### config.mk
export PLATFORM = sky130hd
export DESIGN_NAME = ysyx_24090003_lsu_flat
export DESIGN_NICKNAME = d
export VERILOG_FILES = /design/src/rtl/ysyx_24090003_lsu_pkg.sv /design/src/rtl/ysyx_24090003_lsu_if.sv /design/src/rtl/ysyx_24090003_lsu_align.sv /design/src/rtl/ysyx_24090003_lsu.sv /design/src/flat_wrapper.sv
export SDC_FILE = /design/constraint.sdc
export NUM_CORES = 1
export LEC_CHECK = 0
export ABC_CLOCK_PERIOD_IN_PS = 2050
export CAP_MARGIN = 0
export CORE_UTILIZATION = 45
export CTS_CLUSTER_SIZE = 14
export DETAILED_ROUTE_END_ITERATION = 16
export PLACE_DENSITY_LB_ADDON = 0.3
export SYNTH_ARGS = -nofsm -noshare
export SYNTH_HDL_FRONTEND = slang
export SYNTH_HIERARCHICAL = 1
export SYNTH_SLANG_ARGS = --single-unit
### constraint.sdc
create_clock -name i_clk -period 2.05 [get_ports i_clk]
set_input_delay 0.205 -clock i_clk [delete_from_list [all_inputs] [get_ports i_clk]]
set_output_delay 0.205 -clock i_clk [all_outputs]
set_load 0.05 [all_outputs]
### src/rtl/ysyx_24090003_lsu_pkg.sv
// Shared width codes, FSM state encoding and the alignment predicate for the load/store unit.
package ysyx_24090003_lsu_pkg;

  localparam logic [1:0] MEM_W_BYTE = 2'b00;
  localparam logic [1:0] MEM_W_HALF = 2'b01;
  localparam logic [1:0] MEM_W_WORD = 2'b10;

  typedef enum logic [1:0] {
    LSU_IDLE = 2'd0,
    LSU_REQ  = 2'd1,
    LSU_RESP = 2'd2,
    LSU_DONE = 2'd3
  } lsu_state_e;

  // Width code 2'b11 is handled like a word everywhere, including here.
  function automatic logic is_misaligned(input logic [1:0] width, input logic [1:0] off);
    case (width)
      MEM_W_BYTE: return 1'b0;
      MEM_W_HALF: return off[0];
      default:    return off != 2'b00;
    endcase
  endfunction

endpackage

### src/rtl/ysyx_24090003_lsu_if.sv
// Word-wide data bus between the LSU (master) and memory (slave): one request, one response.
interface ysyx_24090003_lsu_if;
  logic        valid;
  logic        ready;
  logic [31:0] addr;
  logic        we;
  logic [3:0]  wstrb;
  logic [31:0] wdata;
  logic        rvalid;
  logic [31:0] rdata;
  logic        err;

  modport master (output valid, addr, we, wstrb, wdata, input ready, rvalid, rdata, err);
  modport slave  (input valid, addr, we, wstrb, wdata, output ready, rvalid, rdata, err);
endinterface

### src/rtl/ysyx_24090003_lsu_align.sv
// Combinational byte-lane steering for stores and lane extraction plus sign/zero extension for loads.
module ysyx_24090003_lsu_align
  import ysyx_24090003_lsu_pkg::*;
(
  input  logic [1:0]  i_st_width,
  input  logic [1:0]  i_st_off,
  input  logic [31:0] i_st_wdata,
  output logic [3:0]  o_wstrb,
  output logic [31:0] o_wdata,
  input  logic [1:0]  i_ld_width,
  input  logic [1:0]  i_ld_off,
  input  logic        i_ld_unsigned,
  input  logic [31:0] i_ld_rdata,
  output logic [31:0] o_ld_data
);

  logic [15:0] w_shifted;

  // Strobe shifts are evaluated in 4 bits, so lanes past byte 3 simply fall off.
  always_comb begin
    o_wstrb = 4'b1111;
    o_wdata = i_st_wdata;
    case (i_st_width)
      MEM_W_BYTE: begin
        o_wstrb = 4'b0001 << i_st_off;
        o_wdata = {4{i_st_wdata[7:0]}};
      end
      MEM_W_HALF: begin
        o_wstrb = 4'b0011 << i_st_off;
        o_wdata = {2{i_st_wdata[15:0]}};
      end
      default: ;
    endcase
  end

  assign w_shifted = 16'(i_ld_rdata >> {i_ld_off, 3'b000});

  always_comb begin
    o_ld_data = i_ld_rdata;
    case (i_ld_width)
      MEM_W_BYTE: o_ld_data = {{24{~i_ld_unsigned & w_shifted[7]}}, w_shifted[7:0]};
      MEM_W_HALF: o_ld_data = {{16{~i_ld_unsigned & w_shifted[15]}}, w_shifted[15:0]};
      default: ;
    endcase
  end

endmodule

### src/rtl/ysyx_24090003_lsu.sv
// Load/store unit: one request -> one bus transaction -> one response. Define LSU_MISALIGN_TRAP_EN
// to reject misaligned half/word accesses without touching the bus.
module ysyx_24090003_lsu
  import ysyx_24090003_lsu_pkg::*;
#(
  parameter int unsigned RESP_TIMEOUT = 255
) (
  input  logic        i_clk,
  input  logic        i_rst_n,
  input  logic        i_req_valid,
  output logic        o_req_ready,
  input  logic        i_we,
  input  logic [1:0]  i_width,
  input  logic        i_unsigned,
  input  logic [31:0] i_addr,
  input  logic [31:0] i_wdata,
  output logic        o_rsp_valid,
  input  logic        i_rsp_ready,
  output logic [31:0] o_rdata,
  output logic        o_err,
  output logic        o_misalign,
  ysyx_24090003_lsu_if.master io_bus
);

  // Counter only needs to reach RESP_TIMEOUT-1.
  localparam int unsigned CNT_W = (RESP_TIMEOUT < 2) ? 1 : $clog2(RESP_TIMEOUT);
  localparam logic [CNT_W-1:0] CNT_LAST = CNT_W'(RESP_TIMEOUT - 1);

  lsu_state_e       r_state;
  logic             r_req_ready;
  logic             r_rsp_valid;
  logic [31:0]      r_rdata;
  logic             r_err;
  logic             r_misalign;
  logic             r_bus_valid;
  logic [31:0]      r_bus_addr;
  logic             r_bus_we;
  logic [3:0]       r_bus_wstrb;
  logic [31:0]      r_bus_wdata;
  logic [1:0]       r_width;
  logic [1:0]       r_off;
  logic             r_unsigned;
  logic [CNT_W-1:0] r_cnt;

  logic [3:0]  w_wstrb;
  logic [31:0] w_wdata;
  logic [31:0] w_ld_data;
  logic        w_misalign;

  ysyx_24090003_lsu_align u_align (
    .i_st_width    (i_width),
    .i_st_off      (i_addr[1:0]),
    .i_st_wdata    (i_wdata),
    .o_wstrb       (w_wstrb),
    .o_wdata       (w_wdata),
    .i_ld_width    (r_width),
    .i_ld_off      (r_off),
    .i_ld_unsigned (r_unsigned),
    .i_ld_rdata    (io_bus.rdata),
    .o_ld_data     (w_ld_data)
  );

`ifdef LSU_MISALIGN_TRAP_EN
  assign w_misalign = is_misaligned(i_width, i_addr[1:0]);
`else
  assign w_misalign = 1'b0;
`endif

  always_ff @(posedge i_clk or negedge i_rst_n) begin
    if (!i_rst_n) begin
      r_state     <= LSU_IDLE;
      r_req_ready <= 1'b1;
      r_rsp_valid <= 1'b0;
      r_rdata     <= '0;
      r_err       <= 1'b0;
      r_misalign  <= 1'b0;
      r_bus_valid <= 1'b0;
      r_bus_addr  <= '0;
      r_bus_we    <= 1'b0;
      r_bus_wstrb <= '0;
      r_bus_wdata <= '0;
      r_width     <= MEM_W_BYTE;
      r_off       <= '0;
      r_unsigned  <= 1'b0;
      r_cnt       <= '0;
    end else begin
      case (r_state)
        LSU_IDLE: begin
          if (i_req_valid) begin
            r_req_ready <= 1'b0;
            r_width     <= i_width;
            r_off       <= i_addr[1:0];
            r_unsigned  <= i_unsigned;
            r_rdata     <= '0;
            r_err       <= w_misalign;
            r_misalign  <= w_misalign;
            if (w_misalign) begin
              r_rsp_valid <= 1'b1;
              r_state     <= LSU_DONE;
            end else begin
              r_bus_valid <= 1'b1;
              r_bus_addr  <= {i_addr[31:2], 2'b00};
              r_bus_we    <= i_we;
              r_bus_wstrb <= w_wstrb;
              r_bus_wdata <= w_wdata;
              r_state     <= LSU_REQ;
            end
          end
        end
        LSU_REQ: begin
          // Any rvalid seen before the request handshake is stray and dropped.
          if (io_bus.ready) begin
            r_bus_valid <= 1'b0;
            r_cnt       <= '0;
            r_state     <= LSU_RESP;
          end
        end
        LSU_RESP: begin
          if (io_bus.rvalid) begin
            r_err       <= io_bus.err;
            r_rdata     <= (io_bus.err || r_bus_we) ? 32'h0 : w_ld_data;
            r_rsp_valid <= 1'b1;
            r_state     <= LSU_DONE;
          end else if ((RESP_TIMEOUT != 0) && (r_cnt == CNT_LAST)) begin
            r_err       <= 1'b1;
            r_rdata     <= '0;
            r_rsp_valid <= 1'b1;
            r_state     <= LSU_DONE;
          end else begin
            r_cnt <= r_cnt + 1'b1;
          end
        end
        LSU_DONE: begin
          if (i_rsp_ready) begin
            r_rsp_valid <= 1'b0;
            r_req_ready <= 1'b1;
            r_state     <= LSU_IDLE;
          end
        end
        default: r_state <= LSU_IDLE;
      endcase
    end
  end

  assign o_req_ready   = r_req_ready;
  assign o_rsp_valid   = r_rsp_valid;
  assign o_rdata       = r_rdata;
  assign o_err         = r_err;
  assign o_misalign    = r_misalign;
  assign io_bus.valid  = r_bus_valid;
  assign io_bus.addr   = r_bus_addr;
  assign io_bus.we     = r_bus_we;
  assign io_bus.wstrb  = r_bus_wstrb;
  assign io_bus.wdata  = r_bus_wdata;

endmodule
### src/flat_wrapper.sv
// flat-port wrapper written by rule: the top's interface ports become plain ports
module ysyx_24090003_lsu_flat import ysyx_24090003_lsu_pkg::*;
#(
  parameter int unsigned RESP_TIMEOUT = 255
)
  (i_clk, i_rst_n, i_req_valid, o_req_ready, i_we, i_width, i_unsigned, i_addr, i_wdata, o_rsp_valid, i_rsp_ready, o_rdata, o_err, o_misalign, io_bus_valid, io_bus_addr, io_bus_we, io_bus_wstrb, io_bus_wdata, io_bus_ready, io_bus_rvalid, io_bus_rdata, io_bus_err);
  ysyx_24090003_lsu_if io_bus_i ();
  input  logic i_clk;
  input  logic i_rst_n;
  input  logic i_req_valid;
  output logic o_req_ready;
  input  logic i_we;
  input  logic [1:0] i_width;
  input  logic i_unsigned;
  input  logic [31:0] i_addr;
  input  logic [31:0] i_wdata;
  output logic o_rsp_valid;
  input  logic i_rsp_ready;
  output logic [31:0] o_rdata;
  output logic o_err;
  output logic o_misalign;
  output wire logic [$bits(io_bus_i.valid)-1:0] io_bus_valid;
  output wire logic [$bits(io_bus_i.addr)-1:0] io_bus_addr;
  output wire logic [$bits(io_bus_i.we)-1:0] io_bus_we;
  output wire logic [$bits(io_bus_i.wstrb)-1:0] io_bus_wstrb;
  output wire logic [$bits(io_bus_i.wdata)-1:0] io_bus_wdata;
  input wire logic [$bits(io_bus_i.ready)-1:0] io_bus_ready;
  input wire logic [$bits(io_bus_i.rvalid)-1:0] io_bus_rvalid;
  input wire logic [$bits(io_bus_i.rdata)-1:0] io_bus_rdata;
  input wire logic [$bits(io_bus_i.err)-1:0] io_bus_err;
  assign io_bus_valid = io_bus_i.valid;
  assign io_bus_addr = io_bus_i.addr;
  assign io_bus_we = io_bus_i.we;
  assign io_bus_wstrb = io_bus_i.wstrb;
  assign io_bus_wdata = io_bus_i.wdata;
  assign io_bus_i.ready = io_bus_ready;
  assign io_bus_i.rvalid = io_bus_rvalid;
  assign io_bus_i.rdata = io_bus_rdata;
  assign io_bus_i.err = io_bus_err;
  ysyx_24090003_lsu #(.RESP_TIMEOUT(RESP_TIMEOUT)) u_core (.i_clk(i_clk), .i_rst_n(i_rst_n), .i_req_valid(i_req_valid), .o_req_ready(o_req_ready), .i_we(i_we), .i_width(i_width), .i_unsigned(i_unsigned), .i_addr(i_addr), .i_wdata(i_wdata), .o_rsp_valid(o_rsp_valid), .i_rsp_ready(i_rsp_ready), .o_rdata(o_rdata), .o_err(o_err), .o_misalign(o_misalign), .io_bus(io_bus_i));
endmodule
==> results.cfg <==
[clocking]
h-tree-depth = 4
cts_sinks = 118
cts_setup_buffers = 0
cts_tree = done
clock_path_buffers = 2
clk-insertion-delay-late_ns = 0.41
clockRootBuffer = clkbuf_16
clkTransAtPathRegs_ns = 0.05
cts_made_buffers = 17

[die]
die_area_mm2 = 0.0137
rows = 41
die_h_um = 117
die_w_um = 117
coreArea_mm2 = 0.0128
initial_utilization_pct = 46.6
io_pins = 213

[critical_path]
worstSetupPathType = reg2out
start_kind = register
crit_path_max_fanout = 3
crit_chain = clkdlybuf4s50_1
crit_buf_inv = 1
cp-end-kind = output port
arrival_ns = 1.76
slowest_delay_ns = 0.81
cp_top_family = buffers and inverters
crit_slowest_cell = clkdlybuf4s50_1
crit_required_ns = 1.85

[timing]
tns_ns = 0
hold_viol_final = 0
worst_slack_ns = 0.0845
slew_violations = 0
rsz0062_at_grt = false
max_slew.worst_pin.slew_ns = 0.617
min_period_ns = 1.97
fmax_mhz = 509
setup_viol = 0
maxSlewHeadroom_pct = 58.8
fin_skew_ns = 0.00680
fin_crit_sh_pct = 95.9

[job]
maxCapViolations = 0

[route]
wire_per_inst_um = 18.6
drt-pass1-iter-count = 5
vias_per_cell = 5.49
drtAntennaViolNets = 0
drc = 0
wirelength_um = 16700
vias = 4922
drt_iter0_drc = 374

[place]
hpwlAfterDp_um = 12000
placed_area_mm2 = 0.00832
place.port_buffers = 209
placed_cells = 863
pre_cts_ws_ns = -0.0571
gp_congestion = 0.881

[logic_synthesis]
ys_seq_area_share_pct = 49.6
synth_seq_cells = 118
ys_types = 58
syn_avg_cell_area_um2 = 12.1
yosysWarnings = 6
synth_area_mm2 = 0.00595
synthCells = 493

[global_route]
grt_usage_pct = 24.8
antenna_found_initial = 0
grt_pass1_vias = 5030
grt_pass1_wl_um = 25500
grt_util_met1_pct = 28.6
gr-max-usage-layer = met2
gr-usage-met2_pct = 41.9
grt_max_degree = 54
grt_util_met3_pct = 11.2
grt_overflow = 0

[layout]
finish.utilization_pct = 70.0
drive_above_1_share_pct = 23.6
final_area_mm2 = 0.00895
n_antenna_cell = 0
layout.cells.non_filler = 897
final_nets = 826
fillers = 900
syn_to_final_growth_pct = 50.3

[min_path]
hold_class = in2async

[pwr]
irDropWorstVdd_mv = 1.19
p_leak_uw = 0.00384
pwr_density_cell_mw_per_mm2 = 1760

[status]
outcome = completed
[routing by layer]
layer | up-vias | share of wire (%)
li1 | 2257 | -
met1 | 2412 | 39
met2 | 229 | 49
met3 | 24 | 10
met4 | 0 | 1.7
met5 | - | 0
[stage by stage]
step                      total power, µW  hold WS [ns]
after CTS                           15700         0.337
final                               15700         0.329
after floorplan                      9680       -0.0906
after global routing                16500         0.359
after global placement              12500         0.192
after detailed placement            12600         0.199
[state kept, by name, indices dropped and copies added, names as in the netlist]
signal,flops
u_core/o_err,1
u_core/io_bus.wdata,32
u_core/o_rsp_valid,1
u_core/r_state,2
u_core/r_width,2
u_core/io_bus.wstrb,4
u_core/io_bus.addr,30
u_core/o_req_ready,1
u_core/r_unsigned,1
u_core/o_rdata,32
u_core/io_bus.valid,1
u_core/io_bus.we,1
u_core/r_off,2
u_core/r_cnt,8
[power breakdown]
| part | switching, µW | internal (µW) |
|---|---|---|
| clock | 1070 | 1930 |
| combinational | 5470 | 3370 |
| sequential | 585 | 3300 |
| total | 7120 | 8610 |
[worst paths after layout]
check | start | to | slack (ns) | cells after the start
setup / recovery | u_core/o_req_ready | o_req_ready | 0.08 | 1
hold / removal | i_rst_n | u_core/io_bus.addr[27] | 0.33 | 2
setup reg to reg | u_core/r_state[0] | u_core/o_rdata[24] | 0.15 | 6
hold reg to reg | u_core/io_bus.addr[21] | u_core/io_bus.addr[21] | 0.50 | 1
max in group asynchronous | i_rst_n | u_core/o_rdata[29] | 1.06 | 3
min in group i_clk | i_addr[9] | u_core/io_bus.addr[9] | 0.40 | 2
[synthesized netlist by cell type, drive strengths merged]
master	n	area (µm²)
mux2	95	1070
nor2	4	15.0
a41oi	1	16.3
or3	1	6.26
a22oi	5	37.5
mux4	1	22.5
clkbuf	12	46.3
buf	28	201
nand3b	5	37.5
nand2	51	191
mux2i	14	140
o311ai	5	43.8
o211a	3	30.0
conb	1	3.75
dfrtp	117	2930
a211oi	1	7.51
o21ai	33	165
o32a	1	10.0
and4b	1	10.0
a31oi	1	6.26
o221ai	1	8.76
nor3	1	5.00
a221oi	4	52.6
o31ai	8	60.1
o21bai	4	41.3
dfstp	1	26.3
a21oi	8	47.6
and3	1	7.51
a22o	36	318
nand4	4	40.0
nor2b	3	18.8
nand2b	4	27.5
ha	7	87.6
and4	2	17.5
o211ai	3	50.1
nand3	7	40.0
o21ba	1	10.0
a32o	2	20.0
or4	1	7.51
o2bb2ai	3	26.3
inv	10	37.5
or2	2	12.5
[placed cells by master, fill, tap and decap left out, types with 3 or more instances in the layout]
master	synthesis	final
ha_1	7	7
dfrtp_1	117	117
a221oi_1	3	3
mux2_2	93	93
o2bb2ai_1	3	3
clkdlybuf4s50_1	0	208
nor2b_1	3	3
bufinv_16	0	3
o211a_1	3	3
nand2_1	51	50
o311ai_1	3	3
conb_1	1	3
nand3_1	6	6
buf_4	12	21
o31ai_1	8	8
nand3b_1	5	5
a21oi_1	6	6
nor2_1	4	4
o21bai_1	3	3
a22oi_1	5	5
o21ai_0	31	31
mux2i_1	14	14
nand2b_1	3	3
buf_12	0	7
clkbuf_16	0	17
nand4_1	3	3
inv_1	10	10
clkinv_2	0	5
a22o_1	34	34
o211ai_4	2	3
clkinv_4	0	3
[cells by family after synthesis]
logic type / synth area share, %
AOI/OAI and AO/OA: 16.0
DFF: 49.6
muxes: 20.8
and+or+nand+nor: 7.33
buffers and inverters: 4.79
adders and majority gates: 1.47
other: 0.0630
[timing repair]
action                     4_1_cts  5_1_grt
setup endpoints to repair        0       33
resized for setup                0        1
hold buffers                     1        0
hold endpoints to repair        32        0
[final cells by class]
class,count,area (µm²),area share (%)
multi-input cells,328,2750,30.8
clock buffers,19,443,4.95
well taps,172,215,2.41
repair buffers,237,2390,26.7
inverters,10,37.5,0.420
clock inverters,13,156,1.75
flip-flops and latches,118,2950,33.0
No activity file was read; power rests on OpenSTA's default activity.
